===== src/rtl/imem_loader_pkg.sv =====
// Shared types and constants for the boot-time instruction memory loader.
package imem_loader_pkg;

   typedef enum logic [2:0] {
      ST_IDLE,
      ST_LEN0,
      ST_LEN1,
      ST_DATA,
      ST_CSUM,
      ST_DONE,
      ST_ERR
   } loader_state_e;

   localparam logic [7:0] CSUM_INIT = 8'h00;
   localparam int         HDR_LEN   = 2;

   // True in the states that consume stream bytes.
   function automatic logic is_session(input loader_state_e s);
      return (s == ST_LEN0) || (s == ST_LEN1) || (s == ST_DATA) || (s == ST_CSUM);
   endfunction

endpackage


===== src/rtl/word_packer.sv =====
// Packs four accepted bytes little-endian into one 32-bit word.
module word_packer (
   input  logic        clk,
   input  logic        reset,
   input  logic [7:0]  data,
   input  logic        accept,
   input  logic        clear,
   output logic [31:0] word,
   output logic        word_valid
);

   logic [1:0]  lane_reg;
   logic [23:0] shift_reg;

   always_ff @(posedge clk or negedge reset) begin
      if (!reset) begin
         lane_reg  <= 2'd0;
         shift_reg <= 24'd0;
      end else if (clear) begin
         lane_reg  <= 2'd0;
         shift_reg <= 24'd0;
      end else if (accept) begin
         lane_reg  <= lane_reg + 2'd1;
         shift_reg <= {data, shift_reg[23:8]};
      end
   end

   // Lane 3 completes the word straight from the input byte.
   assign word       = {data, shift_reg};
   assign word_valid = accept && (lane_reg == 2'd3);

endmodule


===== src/rtl/imem_loader.sv =====
// Framed byte-stream loader for instruction RAM; holds the core in reset until a clean load.
module imem_loader
   import imem_loader_pkg::*;
#(
   parameter int DEPTH = 64,
   parameter int AW    = $clog2(DEPTH)
) (
   input  logic        clk,
   input  logic        reset,
   input  logic        start,
   input  logic [7:0]  rx_data,
   input  logic        rx_valid,
   output logic        rx_ready,
   output logic        we,
   output logic [31:0] waddr,
   output logic [31:0] wdata,
   output logic        core_hold,
   output logic        busy,
   output logic        done,
   output logic        err
);

   loader_state_e state_reg, state_next;

   logic [15:0]   count_reg;
   logic [AW-1:0] index_reg;
   logic [7:0]    csum_reg;

   logic          rx_ready_reg, rx_ready_next;
   logic          we_reg, we_next;
   logic [31:0]   waddr_reg, waddr_next;
   logic [31:0]   wdata_reg, wdata_next;
   logic          core_hold_reg, core_hold_next;
   logic          busy_reg, busy_next;
   logic          done_reg, done_next;
   logic          err_reg, err_next;

   logic          accept;
   logic          session_start;
   logic [15:0]   count_full;
   logic          last_word;
   logic          pk_accept;
   logic [31:0]   pk_word;
   logic          pk_valid;

   assign accept        = rx_valid && rx_ready_reg;
   assign session_start = start && ((state_reg == ST_IDLE) || (state_reg == ST_DONE) ||
                                    (state_reg == ST_ERR));
   assign count_full    = {rx_data, count_reg[7:0]};
   assign last_word     = (16'(index_reg) + 16'd1) == count_reg;
   assign pk_accept     = accept && (state_reg == ST_DATA);

   word_packer u_packer (
      .clk        (clk),
      .reset      (reset),
      .data       (rx_data),
      .accept     (pk_accept),
      .clear      (session_start),
      .word       (pk_word),
      .word_valid (pk_valid)
   );

   always_ff @(posedge clk or negedge reset) begin
      if (!reset) state_reg <= ST_IDLE;
      else        state_reg <= state_next;
   end

   always_comb begin
      state_next = state_reg;
      case (state_reg)
         ST_IDLE, ST_DONE, ST_ERR: if (start) state_next = ST_LEN0;
         ST_LEN0: if (accept) state_next = ST_LEN1;
         ST_LEN1: begin
            if (accept) begin
               if (count_full > 16'(DEPTH))  state_next = ST_ERR;
               else if (count_full == 16'd0) state_next = ST_CSUM;
               else                          state_next = ST_DATA;
            end
         end
         ST_DATA: if (pk_valid && last_word) state_next = ST_CSUM;
         ST_CSUM: begin
            if (accept) state_next = (rx_data == csum_reg) ? ST_DONE : ST_ERR;
         end
         default: state_next = ST_IDLE;
      endcase
   end

   // Status outputs are registered images of the state being entered.
   always_comb begin
      rx_ready_next  = is_session(state_next);
      busy_next      = is_session(state_next);
      done_next      = (state_next == ST_DONE);
      err_next       = (state_next == ST_ERR);
      core_hold_next = (state_next != ST_DONE);
      we_next        = pk_valid;
      waddr_next     = waddr_reg;
      wdata_next     = wdata_reg;
      if (pk_valid) begin
         waddr_next = 32'({index_reg, 2'b00});
         wdata_next = pk_word;
      end
   end

   always_ff @(posedge clk or negedge reset) begin
      if (!reset) begin
         count_reg     <= 16'd0;
         index_reg     <= '0;
         csum_reg      <= CSUM_INIT;
         rx_ready_reg  <= 1'b0;
         we_reg        <= 1'b0;
         waddr_reg     <= 32'd0;
         wdata_reg     <= 32'd0;
         core_hold_reg <= 1'b1;
         busy_reg      <= 1'b0;
         done_reg      <= 1'b0;
         err_reg       <= 1'b0;
      end else begin
         if (session_start) begin
            count_reg <= 16'd0;
            index_reg <= '0;
            csum_reg  <= CSUM_INIT;
         end else if (accept) begin
            case (state_reg)
               ST_LEN0: count_reg[7:0]  <= rx_data;
               ST_LEN1: count_reg[15:8] <= rx_data;
               ST_DATA: begin
                  csum_reg <= csum_reg ^ rx_data;
                  // Hold at the final index so it never wraps.
                  if (pk_valid && !last_word) index_reg <= index_reg + 1'b1;
               end
               default: ;
            endcase
         end
         rx_ready_reg  <= rx_ready_next;
         we_reg        <= we_next;
         waddr_reg     <= waddr_next;
         wdata_reg     <= wdata_next;
         core_hold_reg <= core_hold_next;
         busy_reg      <= busy_next;
         done_reg      <= done_next;
         err_reg       <= err_next;
      end
   end

   assign rx_ready  = rx_ready_reg;
   assign we        = we_reg;
   assign waddr     = waddr_reg;
   assign wdata     = wdata_reg;
   assign core_hold = core_hold_reg;
   assign busy      = busy_reg;
   assign done      = done_reg;
   assign err       = err_reg;

endmodule


===== config.mk =====
export PLATFORM = sky130hd
export DESIGN_NAME = imem_loader
export DESIGN_NICKNAME = d
export VERILOG_FILES = /design/src/rtl/imem_loader_pkg.sv /design/src/rtl/word_packer.sv /design/src/rtl/imem_loader.sv
export SDC_FILE = /design/constraint.sdc
export NUM_CORES = 1
export LEC_CHECK = 0
export ABC_AREA = 1
export BUFFER_PORTS_ARGS = -buffer_cell sky130_fd_sc_hd__buf_2
export CAP_MARGIN = 20
export CORE_ASPECT_RATIO = 0.8
export CORE_MARGIN = 8
export CORE_UTILIZATION = 50
export DETAILED_ROUTE_END_ITERATION = 12
export PLACE_DENSITY = 0.83
export SYNTH_ARGS = -nofsm -noshare
export SYNTH_HDL_FRONTEND = slang
export SYNTH_SLANG_ARGS = --single-unit

===== constraint.sdc =====
create_clock -name clk -period 1.85 [get_ports clk]
set_input_delay 0.0925 -clock clk [delete_from_list [all_inputs] [get_ports clk]]
set_output_delay 0.0925 -clock clk [all_outputs]
set_load 0.05 [all_outputs]

-- After elaboration in Yosys (flattened, before gate mapping)
Index checks and enable logic that the tools add are counted.
- add/subtract/negate cells: 3
- multiply operators: 0
- div/mod/pow operators: 0
- magnitude comparators: 1
- equal/unequal tests: 16
- shifts and indexed selects: 0
- mux-type cells: 24
- bitwise logic cells: 1
- reduce and logical (&&, ||, !) cells: 25
- operator list (cell ; count):
    two-way mux 24 bit ; 2
    two-way mux 8 bit ; 5
    two-way mux 16 bit ; 2
    two-way mux 6 bit ; 4
    two-way mux 3 bit ; 7
    equality test 3 bit (second input constant) ; 6
    equality test 7 x 16 -> 1 bit ; 1
    > comparator 16 x 7 -> 1 bit (second input constant) ; 1
    zero test 16 bit ; 1
    one-hot mux 3 bit (5 select lines) ; 1
    equality test 3 x 2 -> 1 bit (second input constant) ; 4
    nonzero test 2 bit ; 6
    equality test 8 bit ; 1
    XOR 8 bit ; 1
    adder 6 x 1 -> 7 bit (second input constant) ; 1
    adder 6 x 1 -> 6 bit (second input constant) ; 1
    equality test 3 x 1 -> 1 bit (second input constant) ; 2
    logical AND 1 bit ; 6
    two-way mux 2 bit ; 3
    AND reduction 2 bit ; 3
    logical OR 1 bit ; 5
    zero test 3 bit ; 1
    inequality test 3 bit (second input constant) ; 1
    AND reduction 3 bit ; 1
    4 further kinds ; 4
- flip-flop bits (word level): 102
- bits in latches: 0
- bits in writable memories: 0
- memory bits (read-only): 0
- bits of input ports: 12
- output and inout port bits: 70
- memories: 0

-- Longest topological paths before layout
- depth after elaboration: 10
- mapped depth: 14
- depth with buffers taken out: 14

-- Modules after synthesis
Synthesis repeated with hierarchy kept, for this count alone.
- cell total of the unflattened synthesis: 605
- area, all modules: 4969.8 um2
- by module, submodules not included (module ; instances ; cells an instance ; area an instance (um2) ; sequential area each (um2)):
    imem_loader ; 1 ; 480 ; 3704.8 ; 1903.1
    word_packer ; 1 ; 125 ; 1265.0 ; 650.6

-- Least setup slack after synthesis
Ideal clock, no wire load.
- path type: reg-to-reg
- start: reg, netlist name busy
- end: reg busy_reg (netlist: busy)
- data arrival time: 1.657 ns
- required time: 1.733 ns
- path slack: 0.076 ns
- cell stages (with the launch flop): 10
- buffers on the path: 0
- path through: dfrtp_1 nand2_2 inv_2 or2_2 nand3_1 nand3_1 a21oi_2 nand3_1 nand2_1 nand2_1
- RTL lines (element ; RTL line ; RTL):
    end signal: assignment ; imem_loader.sv:139 ; busy_reg <= busy_next;
    end: declaration ; imem_loader.sv:34 ; logic busy_reg, busy_next;

==> flow_metrics.py <==
metrics = {
    "synthesis": {
        "synth_area_um2": 4730,
        "synth_seq_cells": 102,
        "synth_xor_xnor_area_share": 0.00740,
        "synth-simple-area-share": 0.210,
        "yosysSeqAreaShare": 0.539,
        "synth.distinct_cells": 32,
        "synthAdderAreaFrac": 0.00529,
        "muxShareOfSynthArea": 0,
        "syn_avg_cell_area_um2": 8.29,
        "syn_inst": 571,
        "yosysWarnings": 0,
        "synth_top_family_by_area": "simple AND/OR/NAND/NOR gates",
        "synth_compound_area_frac": 0.109,
    },
    "clocking": {
        "cts_buffer_depth": 2,
        "h-tree-depth": 3,
        "clock_latency_ps": 350,
        "cts_made_buffers": 9,
        "root_buffer": "clkbuf_16",
        "clk_pin_slew_ps": 60,
        "clock-sinks": 102,
        "cts_tree": "done",
    },
    "setup_path": {
        "rr_endpoint": "busy$_DFF_PN0_",
        "critical_path.endpoint": "busy$_DFF_PN0_",
        "critPathLaunch": "busy$_DFF_PN0_",
        "crit_type": "flop to flop",
        "reg2reg_from": "busy$_DFF_PN0_",
        "arrival_ps": 2030,
        "cp-start-kind": "flop",
        "required_ps": 2090,
        "reg2reg_slack_ps": 60,
        "r2r_cells": 9,
        "critPathCaptureType": "flop",
        "worstPathMaxFanout": 7,
    },
    "final_layout": {
        "final_cell_count_no_fill": 753,
        "drive_above_1_share": 0.196,
        "largest_register_ffs": 32,
        "nNetsFinal": 648,
        "areaGrowthSynthToFinish_pct": 15.5,
        "final_util": 0.600,
        "num_antenna_cells": 0,
    },
    "detailed_routing": {
        "drc": 0,
        "drtPass1Iterations": 4,
        "antenna_left": 0,
        "wirelength_um": 10600,
        "wire_per_inst_um": 14.1,
        "drtIter0Drc": 294,
        "vias": 3819,
        "vias_per_cell": 5.07,
    },
    "floorplan": {
        "core_region_area_um2": 9110,
        "dieArea_um2": 12900,
        "io_pins": 82,
        "rows": 31,
        "die_x_um": 125,
        "start_util": 0.519,
        "die_h_um": 103,
    },
    "timing": {
        "relSlewSlack": 0.650,
        "skew_ps": 7.11,
        "maxSlewViolCount": 0,
        "hold_violations": 0,
        "rsz0062_at_grt": "yes",
        "fin_crit_ps": 1790,
        "finalSetupViolCount": 0,
        "fin_crit_sh": 0.966,
        "layout_setup_ws_ps": 62.4,
        "fin_setup_tns_ps": 0,
        "fmax_mhz": 559,
        "tightest_slew_ps": 525,
    },
    "global_routing": {
        "grt_pass1_wl_um": 18000,
        "antenna_found_initial": 0,
        "grt_usage": 0.171,
        "grt_max_degree": 43,
        "grt_overflow": 0,
        "grt_pass1_vias": 3796,
    },
    "placed_design": {
        "place.detailed.hpwl_um": 7730,
        "io_buffers": 55,
        "gp_congestion": 0.827,
        "dp.cells": 734,
        "pre_cts_ws_ps": 13.3,
    },
    "flow_run": {
        "cap_violations": 0,
    },
    "power_and_ir_drop": {
        "p_total_mw": 7.64,
        "power_density_nw_per_um2": 1400,
        "p_leak_nw": 3.00,
        "ir_drop_v": 0.000966,
    },
    "hold_path": {
        "hp-class": "input port to flop",
    },
    "outcome": {
        "status": "completed",
    },
}
[metrics by stage]
step	hold slack, ps	instance area (um^2)
global placement	100	5100
CTS	39.7	5400
finish	48.1	5470
detailed placement	112	5100
global route	46.0	5470
floorplan	-203	4830
[power by group]
group	internal, mW	switching (mW)	leakage [nW]
logic	0.793	1.96	1.48
registers	2.73	0.363	1.38
clock network	1.02	0.776	0.138
[critical path, cell delays in order (launching register included)]
cell     delay [ps]
dfrtp_1         400
nand2_2         170
inv_2           120
or2_2           310
nand3_1          90
nand3_1          90
a21oi_2         260
nand3_1         110
nand2_1          80
nand2_1          50
[cell usage in the layout (no fill, tap or decap), types with 10 or more instances in the layout]
master / Yosys / layout
o21ai_0: 38 / 38
a21oi_1: 26 / 25
inv_1: 77 / 75
buf_2: 8 / 54
nand2_2: 9 / 10
conb_1: 1 / 26
nand2_1: 149 / 146
buf_4: 31 / 11
nor2_1: 49 / 48
dfrtp_1: 101 / 98
o21ai_1: 21 / 20
nand3_1: 16 / 15
[synth_stat cells (all sizes together)]
master / instances / share of area
o22ai: 5 / 0.0066
nor3: 2 / 0.0032
buf: 39 / 0.058
xnor2: 2 / 0.0037
conb: 1 / 0.00079
nand4: 3 / 0.0040
nor2: 52 / 0.045
clkbuf: 5 / 0.0040
dfstp: 1 / 0.0056
a21oi: 28 / 0.031
or2: 2 / 0.0026
nand3: 17 / 0.019
o211ai: 1 / 0.0016
a32oi: 3 / 0.0056
dfrtp: 101 / 0.53
xor2: 2 / 0.0037
o21ai: 60 / 0.064
nand2: 160 / 0.13
ha: 2 / 0.0053
inv: 84 / 0.067
and2: 1 / 0.0013
[layout make-up]
class                           count  area [um^2]
Sequential cell                   102         2560
Fill cell                         765         3650
Timing Repair inverter              1         7.51
Tap cell                          115          144
Inverter                           84          315
Clock inverter                      2         16.3
Timing Repair Buffer               70          443
Multi-Input combinational cell    366         1710
Clock buffer                       13          270
[logic make-up (layout without fill, tap and decap cells)]
group                    count (synthesis)  after routing
XOR/XNOR                                 4              4
other                                    1             26
AO/OA/AOI/OAI                           97             97
flip-flops                             102            102
AND/OR/NAND/NOR                        237            237
adder cells (fa/ha/maj)                  2              2
buffers and inverters                  128            170
[routing by layer]
layer,up-vias,wire length [um],GRT usage
met4,0,146,0.0572
met3,17,822,0.0576
li1,1845,-,-
met5,-,0,0
met2,137,5020,0.280
met1,1820,4660,0.211
[worst min-delay path by stage]
stage / startpoint / to / cells past startpoint
2_1_floorplan: reset / busy$_DFF_PN0_ / 0
3_3_place_gp: reset / waddr[6]$_DFFE_PN0P_ / 1
3_5_place_dp: reset / waddr[6]$_DFFE_PN0P_ / 1
4_1_cts: rx_data[0] / wdata[24]$_DFFE_PN0P_ / 3
5_1_grt: rx_data[1] / wdata[25]$_DFFE_PN0P_ / 3
6_report: rx_data[0] / wdata[24]$_DFFE_PN0P_ / 3
[repair_timing]
item                                   4_1_cts  5_1_grt
buffers inserted                             0        2
setup endpoints to repair                    1       18
endpoints found under the hold margin       34        0
resized for setup                            1       15
pin swaps                                    0        5
cloned                                       0        1
hold buffers                                 1        0
Power figures use the tool's default switching activity.
